## src/rtl/ooo_pkg.sv

```systemverilog
// Shared sizing constants for the out-of-order core.
// Used by the free list, ROB and map table.
package ooo_pkg;
   localparam int PR_W      = 6;
   localparam int ARCH_REGS = 32;
   localparam int NUM_PR    = 64;
   localparam int FL_DEPTH  = NUM_PR - ARCH_REGS;

   typedef logic [PR_W-1:0] pr_t;
endpackage

```

## src/rtl/free_list.sv

```systemverilog
// Physical-register free list: circular buffer of free PR numbers.
// Allocates at head, retires at tail, recovery restores at head-1.
module free_list
   import ooo_pkg::*;
#(
   parameter int PR_W_P     = PR_W,
   parameter int DEPTH      = FL_DEPTH,
   parameter int FIRST_FREE = ARCH_REGS,
   localparam int PTR_W     = $clog2(DEPTH),
   localparam int CNT_W     = $clog2(DEPTH + 1)
) (
   input  logic              clk,
   input  logic              rst,
   input  logic              isDispatch,
   input  logic              RegDest,
   input  logic              hazard_stall,
   input  logic              rob_full,
   output logic [PR_W_P-1:0] PR_new,
   output logic              fl_empty,
   input  logic              retire_reg,
   input  logic              rob_empty,
   input  logic              RegDest_retire,
   input  logic [PR_W_P-1:0] PR_old_RT,
   input  logic              recover,
   input  logic              RegDest_out,
   input  logic [PR_W_P-1:0] PR_new_flush,
   output logic [CNT_W-1:0]  free_cnt,
   output logic              fl_error
);

   logic [PR_W_P-1:0] mem_q [DEPTH];
   logic [PTR_W-1:0]  head_q, head_d;
   logic [PTR_W-1:0]  tail_q, tail_d;
   logic [CNT_W-1:0]  cnt_q, cnt_d;
   logic              err_q, err_d;

   logic empty, full;
   logic alloc, ret, unalloc;
   logic ret_ok, unalloc_ok;
   logic [PTR_W-1:0] head_m1;

   assign empty   = (cnt_q == '0);
   assign full    = (cnt_q == CNT_W'(DEPTH));
   assign head_m1 = head_q - 1'b1;

   assign alloc = isDispatch & RegDest & ~empty
                & ~rob_full & ~recover & ~hazard_stall;

   assign ret = retire_reg & ~rob_empty & RegDest_retire
              & ~recover & ~hazard_stall;

   assign unalloc = recover & RegDest_out;

   // Pushes into a full list are dropped and flagged.
   assign ret_ok     = ret & ~full;
   assign unalloc_ok = unalloc & ~full;

   always_comb begin
      head_d = head_q + PTR_W'(alloc) - PTR_W'(unalloc_ok);
      tail_d = tail_q + PTR_W'(ret_ok);
      cnt_d  = cnt_q + CNT_W'(ret_ok) + CNT_W'(unalloc_ok)
             - CNT_W'(alloc);
      err_d  = err_q | ((ret | unalloc) & full) | (alloc & empty);
   end

   always_ff @(posedge clk or negedge rst) begin
      if (!rst) begin
         for (int i = 0; i < DEPTH; i++)
            mem_q[i] <= PR_W_P'(FIRST_FREE + i);
         head_q <= '0;
         tail_q <= '0;
         cnt_q  <= CNT_W'(DEPTH);
         err_q  <= 1'b0;
      end else begin
         if (ret_ok)
            mem_q[tail_q] <= PR_old_RT;
         else if (unalloc_ok)
            mem_q[head_m1] <= PR_new_flush;
         head_q <= head_d;
         tail_q <= tail_d;
         cnt_q  <= cnt_d;
         err_q  <= err_d;
      end
   end

   assign PR_new   = mem_q[head_q];
   assign fl_empty = empty;
   assign free_cnt = cnt_q;
   assign fl_error = err_q;

endmodule

```

## config.mk

```make
export PLATFORM = sky130hd
export DESIGN_NAME = free_list
export DESIGN_NICKNAME = d
export VERILOG_FILES = /design/src/rtl/ooo_pkg.sv /design/src/rtl/free_list.sv
export SDC_FILE = /design/constraint.sdc
export NUM_CORES = 1
export LEC_CHECK = 0
export CAP_MARGIN = 30
export CORE_AREA = 2 2 209 211
export DETAILED_ROUTE_END_ITERATION = 8
export DIE_AREA = 0 0 211 213
export PLACE_DENSITY = 0.48
export REMOVE_ABC_BUFFERS = 1
export SETUP_SLACK_MARGIN = 0.05
export SLEW_MARGIN = 20
export SYNTH_ARGS = -nofsm -noshare
export SYNTH_HDL_FRONTEND = slang
export SYNTH_SLANG_ARGS = --single-unit
export TNS_END_PERCENT = 30
```

## constraint.sdc

```tcl
create_clock -name clk -period 4.75 [get_ports clk]
set_input_delay 0.475 -clock clk [delete_from_list [all_inputs] [get_ports clk]]
set_output_delay 0.475 -clock clk [all_outputs]
set_load 0.02 [all_outputs]
```

==> results of run 1 <==
==> logic make-up (layout without fill, tap and decap cells) <==
| logic type | Yosys count | in the layout |
|---|---|---|
| DFF | 209 | 209 |
| buffers and inverters | 111 | 134 |
| adders and majority gates | 21 | 21 |
| muxes | 184 | 184 |
| xor gates and xnor gates | 16 | 16 |
| and+or+nand+nor | 217 | 217 |
| AOI/OAI and AO/OA | 344 | 344 |
==> stage by stage <==
step	power [mW]	area [um2]	hold WS (ps)	std cells	util, %
after floorplan	5.54	12300	179	1013	-
after global placement	7.05	13500	451	1621	31.6
after detailed placement	7.08	13500	449	1624	31.7
after CTS	9.12	14400	43.9	1669	33.6
after global routing	9.59	14400	65.5	1671	33.6
final	9.09	14400	19.4	1671	33.6
==> cells in the final DEF, fill, tap and decap left out, types with 11 or more instances in the layout <==
cell type / netlist / routed
a21oi_1: 26 / 26
clkdlybuf4s50_1: 0 / 26
o21ai_0: 67 / 67
inv_1: 21 / 21
buf_4: 2 / 24
dfrtp_1: 96 / 94
nor2_1: 49 / 49
mux2_2: 126 / 126
dfstp_2: 113 / 113
nand2_1: 55 / 55
o32a_1: 13 / 13
o21a_1: 12 / 12
ha_1: 18 / 18
mux4_2: 41 / 41
a22o_1: 60 / 60
nor2_2: 12 / 12
buf_2: 21 / 11
nor3_1: 19 / 19
a32o_1: 30 / 30
a2bb2oi_1: 56 / 56
nand3_1: 25 / 25
a31oi_1: 19 / 19
mux2i_1: 17 / 17
clkbuf_16: 0 / 25
==> layer usage <==
layer | vias up | global-route usage [%] | routed length (um)
li1 | 4294 | - | -
met1 | 5251 | 27.7 | 19800
met2 | 333 | 32.7 | 21000
met3 | 82 | 2.60 | 2350
met4 | 0 | 7.58 | 1510
met5 | - | 0 | 0
==> layout make-up <==
cell class	count	share of cell area, %
inverter	22	0.575
tap	546	4.76
timing repair buffer	67	3.92
clock buffer	34	4.80
clock inverter	11	0.984
sequential	209	37.4
multi-input combinational	782	47.5
==> synth_stat cells (all sizes together) (3+ instances only) <==
cell type,count
nor3,20
nor3b,3
o22ai,4
nor2b,8
a32oi,6
or4b,4
nand2,55
o2bb2ai,6
a21oi,32
a221oi,4
a32o,30
dfstp,113
clkbuf,51
a211oi,3
nor2,65
and3,3
nand3,26
o32a,13
o21ai,68
mux2,126
a2bb2oi,58
buf,38
dfrtp,96
nand4bb,3
xnor2,12
o2bb2a,4
inv,22
ha,18
o22a,10
nand2b,5
fa,3
a31oi,19
a22o,60
mux4,41
xor2,4
nor4,8
mux2i,17
o21a,12
or3,4
==> worst reg2reg max path: cells and delay by family, from the launching register on <==
kind            cells  cell delay [ps]
flops               1              930
xor+xnor            1              570
fa+ha+maj           1              260
mux                 1              410
simple gates        1               80
compound gates      2              780
buf+inv             2              550
==> flip-flops by register name (all words and copies together), names as in the netlist <==
signal,cells
fl_error,1
mem_q,192
tail_q,5
head_q,5
free_cnt,6
==> worst min-delay path by stage <==
stage                     slack (ps)      from        to  depth (start not counted)
final                             20       rst  mem_q[6]                          1
after global routing              70       rst  mem_q[6]                          1
after CTS                         40       rst  mem_q[6]                          1
after detailed placement         450  fl_error  fl_error                          1
after global placement           450  fl_error  fl_error                          1
after floorplan                  180       rst  fl_error                          0
==> power breakdown <==
group / internal, mW / switching [mW] / total (mW)
registers: 2.58 / 0.595 / 3.18
clock network: 1.18 / 0.802 / 1.98
logic: 1.71 / 2.22 / 3.92
==> impl_metrics.csv, run 1 <==
group,metric,value,unit
run_status,status,"complete, no violations",
critical_path,crit_chain,"mux4_2 -> mux2_2 -> a211oi_1 -> a31oi_1 -> clkdlybuf4s50_1",
critical_path,cp-startpoint,"head_q[1]",
critical_path,r2r_setup_slack,1060,ps
sta,fin_crit_sh,89.3,%
yosys,synth_top_family_by_area,"compound AO/OA/AOI/OAI gates",
clock_network,holdBufCountCts,0,
hold_path,hold_class,"in -> async",
place,place_ws,1120,ps
critical_path,cp.depth,5,
clock_network,postCtsSetupRepairBufs,0,
clock_network,cts_sinks,209,
floorplan,initial_core_util,29.6,%
clock_network,cts_tree,"done",
critical_path,r2r-end,"mem_q[126]",
yosys,yosys.area_share.simple,9.09,%
critical_path,setup.worst_path.class,"reg -> out",
routing,detail_route.drc_violations,0,
sta,tns,0,ps
place,post-dp-hpwl,28800,um
yosys,synth-seq-area-share,42.5,%
grt,grtUsageTotal,20.2,%
yosys,yosys-top-cells-area,"dfstp_2 (23%), dfrtp_1 (19%), mux2_2 (11%)",
grt,grt_max_degree,94,
place,gp_congestion,0.866,
clock_network,cts_resized,0,
grt,grt.overflow.total,0,
yosys,synth_top_cell_area_share,23.5,%
critical_path,arrival,3770,ps
sta,setup_slack,507,ps
floorplan,die_h,213,um
yosys,synth.ff_latch_count,209,
routing,drt_wl_total,44700,um
yosys,synth_ff_type,"dfstp_2",
cells_and_area,n_antenna_cell,0,
sta,tightest_slew,975,ps
yosys,synthDistinctLibCells,77,
yosys,yosysWarnings,0,
routing,post_drt_wl_per_cell,26.7,um
critical_path,cp_slowest_cell,"dfrtp_4",
yosys,synth_xor_area_share,1.17,%
critical_path,cp_max_fo,44,
clock_network,clockBufferDepth,3,
critical_path,reg2reg_depth,8,
yosys,synthArstFlopShare,100,%
sta,fmaxAchievable,236,MHz
grt,grt_pass1_vias,10184,
grt,grt_pass1_wl,68100,um
cells_and_area,regArea,0.00538,mm2
critical_path,worst_setup_path_start_kind,"flop",
floorplan,row_count,76,
critical_path,critPathTopFamily,"flip-flops",
yosys,syn_inst,1102,
floorplan,pin_count,37,
cells_and_area,drive_above_1_share,36.5,%
flow_run,maxCapViolations,0,
floorplan,die-area,0.0449,mm2
critical_path,crit_path_end_kind,"output pin",
sta,slew_viol_final,0,
yosys,syn_avg_cell_area,11.5,um2
yosys,synthAdderAreaFrac,2.26,%
critical_path,critPathMaxStageDelay,930,ps
yosys,netlist_area,0.0126,mm2
cells_and_area,layout.nets,1151,
yosys,synth_mux_area_share,19.9,%
critical_path,cp-endpoint,"PR_new[5]",
grt,antenna_found_initial,0,
sta,hold_viol,0,
critical_path,worstReg2RegStart,"head_q[1]",
routing,firstDrtPassIters,5,
sta,fin_crit,4240,ps
place,io_buffers,36,
critical_path,crit_buf_inv,1,
critical_path,required,4280,ps
clock_network,clk_latency,540,ps
sta,finalClockSkew,11.6,ps
clock_network,h-tree-depth,1,
routing,vias,9960,
pwr,leakage,5.58,nW
routing,antenna_left,0,
clock_network,cts_buffers,25,
routing,drt_iter0_drc,913,
floorplan,core_area,0.0427,mm2
sta,slew_headroom,34.7,%
yosys,synth-compound-area-share,21.6,%
pwr,vdd_drop_max,0.295,mV
clock_network,clkTransAtPathRegs,60,ps
routing,vias_per_cell,5.96,
floorplan,die_x,211,um
pwr,power_density,633,mW/mm2
clock_network,clockRootBuffer,"clkbuf_16",
yosys,yosysTopAreaCell,"dfstp_2",
cells_and_area,nFillCells,4199,
sta,setup_viol_count_final,0,
cells_and_area,syn2layout_area_growth,13.6,%
yosys,synth-edff-count,0,
sta,rsz0062_at_grt,"false",
cells_and_area,multi_input_area,0.00683,mm2
No activity file was read; power rests on OpenSTA's default activity.
==> run 2, diff against run 1 <==
--- a/config.mk
+++ b/config.mk
@@ -16,4 +16,4 @@
 export SYNTH_ARGS = -nofsm -noshare
 export SYNTH_HDL_FRONTEND = slang
 export SYNTH_SLANG_ARGS = --single-unit
-export TNS_END_PERCENT = 30
+export TNS_END_PERCENT = 10
==> results of run 2 <==
Final layout, timing and power as in run 1 (identical DEF).
==> run 3, diff against run 2 <==
--- a/config.mk
+++ b/config.mk
@@ -12,6 +12,7 @@
 export PLACE_DENSITY = 0.48
 export REMOVE_ABC_BUFFERS = 1
 export SETUP_SLACK_MARGIN = 0.05
+export SKIP_LAST_GASP = 1
 export SLEW_MARGIN = 20
 export SYNTH_ARGS = -nofsm -noshare
 export SYNTH_HDL_FRONTEND = slang
==> results of run 3 <==
Final layout, timing and power as in run 1 (identical DEF).
